`src/rtl/serial_adder_pkg.sv`:
```
// serial_adder_pkg
//   Shared definitions for the bit-serial adder: FSM state encoding and the
//   default operand width. Imported by serial_adder and its testbench.
package serial_adder_pkg;

    // Encodings are fixed so that waveforms and other blocks can decode them.
    typedef enum logic [1:0] {
        IDLE  = 2'b00,
        SHIFT = 2'b01,
        DONE  = 2'b10
    } state_t;

    localparam int DEFAULT_WIDTH = 8;

endpackage

```
`src/rtl/FA.sv`:
```
// FA
//   Single-bit full adder, purely combinational.
//   Ports:
//     a, b  : addend bits
//     cin   : carry in
//     s     : sum bit
//     cout  : carry out
module FA (
    input  logic a,
    input  logic b,
    input  logic cin,
    output logic s,
    output logic cout
);

    assign s    = a ^ b ^ cin;
    assign cout = (a & b) | (cin & (a ^ b));

endmodule

```
`src/rtl/serial_adder.sv`:
```
// serial_adder
//   Bit-serial adder: computes a + b + cin one bit per clock, LSB first,
//   through a single full-adder slice. The result is published to sum/cout
//   only when the last bit has been processed.
//   Ports:
//     clk    : clock, rising edge
//     rst_n  : asynchronous active-low reset
//     start  : begin an addition (honoured only in IDLE or DONE)
//     a, b   : operands, sampled on an accepted start
//     cin    : carry-in, sampled on an accepted start
//     busy   : high while bits are being shifted (SHIFT state)
//     done   : one-cycle pulse when sum/cout have just been updated
//     sum    : registered result, WIDTH bits
//     cout   : registered carry-out
module serial_adder
    import serial_adder_pkg::*;
#(
    parameter int WIDTH = DEFAULT_WIDTH
) (
    input  logic             clk,
    input  logic             rst_n,
    input  logic             start,
    input  logic [WIDTH-1:0] a,
    input  logic [WIDTH-1:0] b,
    input  logic             cin,
    output logic             busy,
    output logic             done,
    output logic [WIDTH-1:0] sum,
    output logic             cout
);

    // One extra bit so the counter can represent WIDTH without wrapping.
    localparam int CNT_W = $clog2(WIDTH) + 1;
    localparam logic [CNT_W-1:0] LAST_BIT = CNT_W'(WIDTH - 1);

    state_t             state_q, state_d;
    logic [WIDTH-1:0]   a_sh_q, a_sh_d;
    logic [WIDTH-1:0]   b_sh_q, b_sh_d;
    logic [WIDTH-1:0]   psum_q, psum_d;
    logic               carry_q, carry_d;
    logic [CNT_W-1:0]   cnt_q, cnt_d;
    logic [WIDTH-1:0]   sum_q, sum_d;
    logic               cout_q, cout_d;
    logic               busy_q, busy_d;
    logic               done_q, done_d;

    logic               slice_s;
    logic               slice_cout;
    logic [WIDTH-1:0]   psum_next;

    FA u_fa (
        .a    (a_sh_q[0]),
        .b    (b_sh_q[0]),
        .cin  (carry_q),
        .s    (slice_s),
        .cout (slice_cout)
    );

    // New sum bit enters at the MSB; after WIDTH shifts bit 0 lands at
    // position 0 and the register holds the complete result.
    assign psum_next = WIDTH'({slice_s, psum_q} >> 1);

    always_comb begin
        state_d = state_q;
        a_sh_d  = a_sh_q;
        b_sh_d  = b_sh_q;
        psum_d  = psum_q;
        carry_d = carry_q;
        cnt_d   = cnt_q;
        sum_d   = sum_q;
        cout_d  = cout_q;

        unique case (state_q)
            IDLE, DONE: begin
                if (start) begin
                    state_d = SHIFT;
                    a_sh_d  = a;
                    b_sh_d  = b;
                    carry_d = cin;
                    psum_d  = '0;
                    cnt_d   = '0;
                end else begin
                    state_d = IDLE;
                end
            end
            SHIFT: begin
                // start is deliberately not looked at here.
                a_sh_d  = a_sh_q >> 1;
                b_sh_d  = b_sh_q >> 1;
                carry_d = slice_cout;
                psum_d  = psum_next;
                cnt_d   = cnt_q + CNT_W'(1);
                if (cnt_q == LAST_BIT) begin
                    state_d = DONE;
                    sum_d   = psum_next;
                    cout_d  = slice_cout;
                end
            end
            default: state_d = IDLE;
        endcase

        // Status flags follow the next state so they are registered with it.
        busy_d = (state_d == SHIFT);
        done_d = (state_d == DONE);
    end

    always_ff @(posedge clk or negedge rst_n) begin
        if (!rst_n) begin
            state_q <= IDLE;
            a_sh_q  <= '0;
            b_sh_q  <= '0;
            psum_q  <= '0;
            carry_q <= 1'b0;
            cnt_q   <= '0;
            sum_q   <= '0;
            cout_q  <= 1'b0;
            busy_q  <= 1'b0;
            done_q  <= 1'b0;
        end else begin
            state_q <= state_d;
            a_sh_q  <= a_sh_d;
            b_sh_q  <= b_sh_d;
            psum_q  <= psum_d;
            carry_q <= carry_d;
            cnt_q   <= cnt_d;
            sum_q   <= sum_d;
            cout_q  <= cout_d;
            busy_q  <= busy_d;
            done_q  <= done_d;
        end
    end

    assign busy = busy_q;
    assign done = done_q;
    assign sum  = sum_q;
    assign cout = cout_q;

endmodule

```
`config.mk`:
```
export PLATFORM = sky130hd
export DESIGN_NAME = serial_adder
export DESIGN_NICKNAME = d
export VERILOG_FILES = /design/src/rtl/serial_adder_pkg.sv /design/src/rtl/FA.sv /design/src/rtl/serial_adder.sv
export SDC_FILE = /design/constraint.sdc
export NUM_CORES = 1
export LEC_CHECK = 0
export ABC_CLOCK_PERIOD_IN_PS = 2400
export CORE_MARGIN = 1
export CORE_UTILIZATION = 55
export DETAILED_ROUTE_END_ITERATION = 7
export HOLD_SLACK_MARGIN = 0.12
export PLACE_DENSITY = 0.89
export SLEW_MARGIN = 20
export SYNTH_ARGS = -nofsm -noshare
export SYNTH_HDL_FRONTEND = slang
export SYNTH_SLANG_ARGS = --single-unit
```
`constraint.sdc`:
```
create_clock -name clk -period 2.4 [get_ports clk]
set_input_delay 0.48 -clock clk [delete_from_list [all_inputs] [get_ports clk]]
set_output_delay 0.48 -clock clk [all_outputs]
set_load 0.02 [all_outputs]
```
==> qor.txt, run 1 <==
Crit. Startpoint - cout
Area Overhead vs Synth - 24.6%
Netlist cell types - 24
Synth warnings - 0
Max Freq - 551 MHz
clock transition at the registers of the reported paths - 130 ps
setup TNS - 0 ps
Worst EP arrival - 1330 ps
Final min period - 1810 ps
DR iter-0 viols - 33
final routed DRC violation total - 4
CP max stage cell - clkdlybuf4s50_1
Startpoint Class - register
CTS tree - done
cell taking the most area after synthesis - dfrtp_1
Initial Util - 59.2%
Crit Path Class - register to output port
RSZ-0062 raised after global routing - no
# rows - 19
layout cell share with drive strength beyond 1 - 11.8%
Final GP Congestion - 0.757
max_cap viols - 0
Final Skew - 12.1 ps
Setup violations, final - 0
CP Capture Type - output port
final-report hold violation count - 0
most common cell after layout, fill and taps aside - dfrtp_1
cells after synthesis - 137
initial antenna violation count - 0
Top Ports - 31
CTS H-tree lvls - 2
Async S/R FF share, synth - 100%
global-route wire length before repair - 5400 um
Crit path largest cell delay - 620 ps
P_leak - 0.966 nW
main area contributors after synthesis - dfrtp_1 61%, a22oi_1 5.4%, a22o_1 5.2%
Total Power - 2.82 mW
Worst-Skew Late Latency - 350 ps
post-CTS sizing - 0
max-slew violation count - 0
via count - 1,157
Post-synth EDFFs - 0
Initial DRT Pass Iterations - 6
Peak VDD IR - 0.816 mV
gr ovfl total - 0
most frequent cells in the layout - 41 x dfrtp_1, 29 x clkdlybuf4s50_1, 16 x nand2_1, 12 x a22oi_1, 12 x nand3_1
routed len/inst - 16.2 um
mapped cell area - 1680 um^2
largest delay contributor family on the critical path - buffers and inverters
RR Startpoint - cnt_q[1]
core box area - 2830 um^2
failing checks - design-rule violations
Synth top area share - 61.2%
clk buf depth - 2
PwrDens - 1350 nW/um^2
vias per cell - 5.79
Critical Path RT - 1920 ps
Slew HR - 42.3%
Least-Margin Pin Slew - 865 ps
share of the yosys chip area belonging to registers - 61.2%
clk sinks - 41
root buffer cell - clkbuf_4
full die area - 3270 um^2
area of the multi-input gates - 583 um^2
Die Height - 57.2 um
Hold Buf Count CTS - 0
crit-path cells - clkdlybuf4s50_1
register area - 1030 um^2
Crit Path Max Fanout - 2
Layout fillers - 204
Final period util - 75.6%
syn nets - 159
Hold Crit Class - primary input to asynchronous set/reset pin
vias in the first global route - 1,181
largest net degree at the start of global routing - 42
I/O Buffers - 30
antenna cells - 0
postcts setup bufs - 0
CTS Buf Count - 5
Post-DP HPWL - 2190 um
Post-DRT Antenna Nets - 0
die extent in x - 57.2 um
crit path buf inv count - 1
flops & latches, synth - 41
Final nets - 190
outcome - finished with violations
Final Routed Wirelength - 3230 um
total global-route track usage - 22.6%
dominant synthesized flop cell - dfrtp_1
Syn Area/Cell - 12.2 um^2
==> synth_stat cells (all sizes together) (2+ instances only) <==
cell and count:
buf 6, a221o 3, dfrtp 41, mux2 7
nor2 3, a22oi 12, nand2 16, inv 5
nand3 12, nor3 4, mux2i 4, clkbuf 3
nor2b 2, a22o 10, nand2b 2
==> layer usage <==
metal  share of wire, %  vias to the layer above  GRT usage (%)
li1                   -                      552              -
met1                 45                      565           27.5
met5                  0                        -              0
met2                 47                       33           36.8
met4                2.4                        0           11.8
met3                5.4                        7           6.58
==> final cells by class <==
type                    instances  area share (%)
flip-flops and latches         41            49.2
multi-input cells              82            27.9
repair buffers                 33            15.2
clock inverters                 3            3.12
well taps                      31            1.86
clock buffers                   5            1.80
inverters                       5           0.899
==> sequential cells by signal, indices dropped and copies added, names as in the netlist <==
register  count
a_sh_q        8
b_sh_q        8
busy          1
carry_q       1
cnt_q         4
cout          1
done          1
psum_q        7
state_q       2
sum           8
==> power breakdown <==
group          switching, mW  internal, mW  total, mW
sequential             0.186         0.990       1.18
combinational          0.576         0.525       1.10
clock                  0.226         0.323      0.548
total                  0.987          1.84       2.82
==> cell families after synthesis <==
kind of cell	after synthesis	synth area share (%)
buffers and inverters	14	3.96
AOI/OAI and AO/OA	27	13.2
adders and majority gates	2	1.94
muxes	11	7.10
and+or+nand+nor	41	12.0
xor gates and xnor gates	1	0.523
DFF	41	61.2
==> path summary, 6_finish.rpt <==
check	cells past startpoint	to	slack [ps]
setup / recovery	1	cout	590
hold / removal	1	psum_q[5]	230
setup reg to reg	4	sum[3]	630
hold reg to reg	1	b_sh_q[0]	520
max in group asynchronous	1	a_sh_q[3]	1630
min in group clk	1	b_sh_q[0]	520
==> metrics by stage <==
stage | instance area, um^2 | hold slack, ps | instances | setup slack [ps] | util (%)
2_1_floorplan | 1680 | 184 | 137 | 892 | -
3_3_place_gp | 1980 | 481 | 192 | 555 | 70.1
3_5_place_dp | 1980 | 493 | 192 | 485 | 70.1
4_1_cts | 2090 | 251 | 200 | 565 | 73.8
5_1_grt | 2090 | 284 | 200 | 542 | 73.8
6_report | 2090 | 228 | 200 | 586 | 73.8
(Power assumes the default switching activity.)
==> run 2, diff against run 1 <==
--- a/config.mk
+++ b/config.mk
@@ -5,12 +5,12 @@
 export SDC_FILE = /design/constraint.sdc
 export NUM_CORES = 1
 export LEC_CHECK = 0
-export ABC_CLOCK_PERIOD_IN_PS = 2400
+export ABC_CLOCK_PERIOD_IN_PS = 1850
 export CORE_MARGIN = 1
-export CORE_UTILIZATION = 55
+export CORE_UTILIZATION = 51
 export DETAILED_ROUTE_END_ITERATION = 7
 export HOLD_SLACK_MARGIN = 0.12
-export PLACE_DENSITY = 0.89
+export PLACE_DENSITY = 0.84
 export SLEW_MARGIN = 20
 export SYNTH_ARGS = -nofsm -noshare
 export SYNTH_HDL_FRONTEND = slang
==> constraint.sdc (replaced) <==
create_clock -name clk -period 1.85 [get_ports clk]
set_input_delay 0.37 -clock clk [delete_from_list [all_inputs] [get_ports clk]]
set_output_delay 0.37 -clock clk [all_outputs]
set_load 0.02 [all_outputs]
==> qor.txt, run 2 (synthesized netlist as in run 1, its figures left out) <==
met3 routed WL - 143 um (was 173 um)
Post-DRT Antenna Nets - 0 (unchanged)
Final Skew - 6.56 ps (was 12.1 ps)
CTS tree - done (unchanged)
Met1 Wirelength - 1440 um (was 1450 um)
Setup violations, final - 0 (unchanged)
final instance area - 2120 um^2 (was 2090 um^2)
Max Freq - 589 MHz
Top Ports - 31 (unchanged)
max-slew violation count - 0 (unchanged)
most common cell after layout, fill and taps aside - dfrtp_1 (unchanged)
crit-path cells - clkdlybuf4s50_1 (unchanged)
largest net degree at the start of global routing - 28 (was 42)
vias in the first global route - 1,095 (was 1,181)
Cell Count, Final, Fillers Out - 217 (was 200)
total global-route track usage - 20.5% (was 22.6%)
CP Capture Type - output port (unchanged)
Die Height - 59.3 um (was 57.2 um)
Critical Path RT - 1480 ps (was 1920 ps)
RR Startpoint - cnt_q[0] (was cnt_q[1])
Startpoint Class - register (unchanged)
CTS H-tree lvls - 2 (unchanged)
Final Routed Wirelength - 3050 um (was 3230 um)
clock transition at the registers of the reported paths - 110 ps (was 130 ps)
Top Metal Used - met4 (unchanged)
layout cell share with drive strength beyond 1 - 12.7% (was 11.8%)
global-route wire length before repair - 5150 um (was 5400 um)
register area - 1030 um^2 (unchanged)
outcome - finished, final reports clean (was finished with violations)
Final min period - 1700 ps
P_leak - 0.975 nW (was 0.966 nW)
DR WL met2 - 1420 um (was 1520 um)
placed cell areas - 2020 um^2 (was 1980 um^2)
r2r setup slk - 240 ps (was 630 ps)
Area Overhead vs Synth - 26.4% (was 24.6%)
Crit Path Max Fanout - 2 (unchanged)
# rows - 20 (was 19)
Hold Crit Class - primary input to asynchronous set/reset pin (unchanged)
PwrDens - 1670 nW/um^2 (was 1350 nW/um^2)
Initial Util - 54.4% (was 59.2%)
setup TNS - 0 ps (unchanged)
Initial DRT Pass Iterations - 4 (was 6)
Layout fillers - 231 (was 204)
Post-DP HPWL - 2130 um (was 2190 um)
hold_ws - 497 ps (was 228 ps)
Final nets - 194 (was 190)
Crit. Startpoint - cout (unchanged)
full die area - 3520 um^2 (was 3270 um^2)
most frequent cells in the layout - 41 x dfrtp_1, 29 x clkdlybuf4s50_1, 16 x nand2_1, 12 x a22oi_1, 12 x nand3_1 (unchanged)
Crit path largest cell delay - 610 ps (was 620 ps)
root buffer cell - clkbuf_4 (unchanged)
via count - 1,161 (was 1,157)
area of the multi-input gates - 583 um^2 (unchanged)
largest delay contributor family on the critical path - buffers and inverters (unchanged)
Least-Margin Pin Slew - 720 ps (was 865 ps)
I/O Buffers - 30 (unchanged)
Final period util - 91.8%
Slew HR - 51.8% (was 42.3%)
post-layout util - 68.8% (was 73.8%)
final routed DRC violation total - 0 (was 4)
Worst-Skew Late Latency - 340 ps (was 350 ps)
gr ovfl total - 0 (unchanged)
core box area - 3080 um^2 (was 2830 um^2)
final-report hold violation count - 0 (unchanged)
clk sinks - 41 (unchanged)
antenna cells - 0 (unchanged)
die extent in x - 59.3 um (was 57.2 um)
Crit Path Class - register to output port (unchanged)
initial antenna violation count - 0 (unchanged)
crit path buf inv count - 1 (unchanged)
clk buf depth - 2 (unchanged)
Worst EP arrival - 1330 ps (about the same)
routed len/inst - 14.1 um (was 16.2 um)
vias per cell - 5.35 (was 5.79)
CTS Buf Count - 5 (unchanged)
RSZ-0062 raised after global routing - no (unchanged)
CP max stage cell - clkdlybuf4s50_1 (unchanged)
DR iter-0 viols - 77 (was 33)
placed insts - 208 (was 192)
Peak VDD IR - 0.764 mV (was 0.816 mV)
max_cap viols - 0 (unchanged)
Final GP Congestion - 0.765 (was 0.757)
run 2: path summary, 6_finish.rpt:
check,endpoint,cells after the start
max,cout,1
min,b_sh_q[0],2
max reg2reg,sum[1],4
min reg2reg,a_sh_q[3],2
max in group asynchronous,cnt_q[2],3
min in group clk,a_sh_q[3],2
run 2: timing repair:
action,4_1_cts,5_1_grt
setup buffers,0,0
hold endpoints to repair,19,0
hold buffers,1,0
resized for setup,0,0
run 2: where the power goes:
group / switching (mW) / internal [mW] / leakage (nW) / total, mW
Combinational: 0.742 / 0.690 / 0.408 / 1.43
Sequential: 0.232 / 1.29 / 0.522 / 1.52
Clock: 0.270 / 0.323 / 0.0455 / 0.593
run 2: cell type report:
type	instances	share of cell area (%)
well taps	44	2.60
clock inverters	1	1.42
flip-flops and latches	41	48.4
multi-input cells	82	27.5
clock buffers	7	2.60
repair buffers	37	16.5
inverters	5	0.886
run 2: routing by layer:
| metal | GRT usage, % | up-vias |
|---|---|---|
| li1 | - | 556 |
| met2 | 29.4 | 29 |
| met3 | 5.90 | 6 |
| met1 | 30.1 | 570 |
| met5 | 0 | - |
| met4 | 7.14 | 0 |
run 2: through the flow:
step	setup WS [ps]	total power, mW
final	151	3.54
after global routing	82.6	3.79
after CTS	125	3.57
after detailed placement	14.9	2.97
after global placement	26.6	2.91
after floorplan	342	2.50
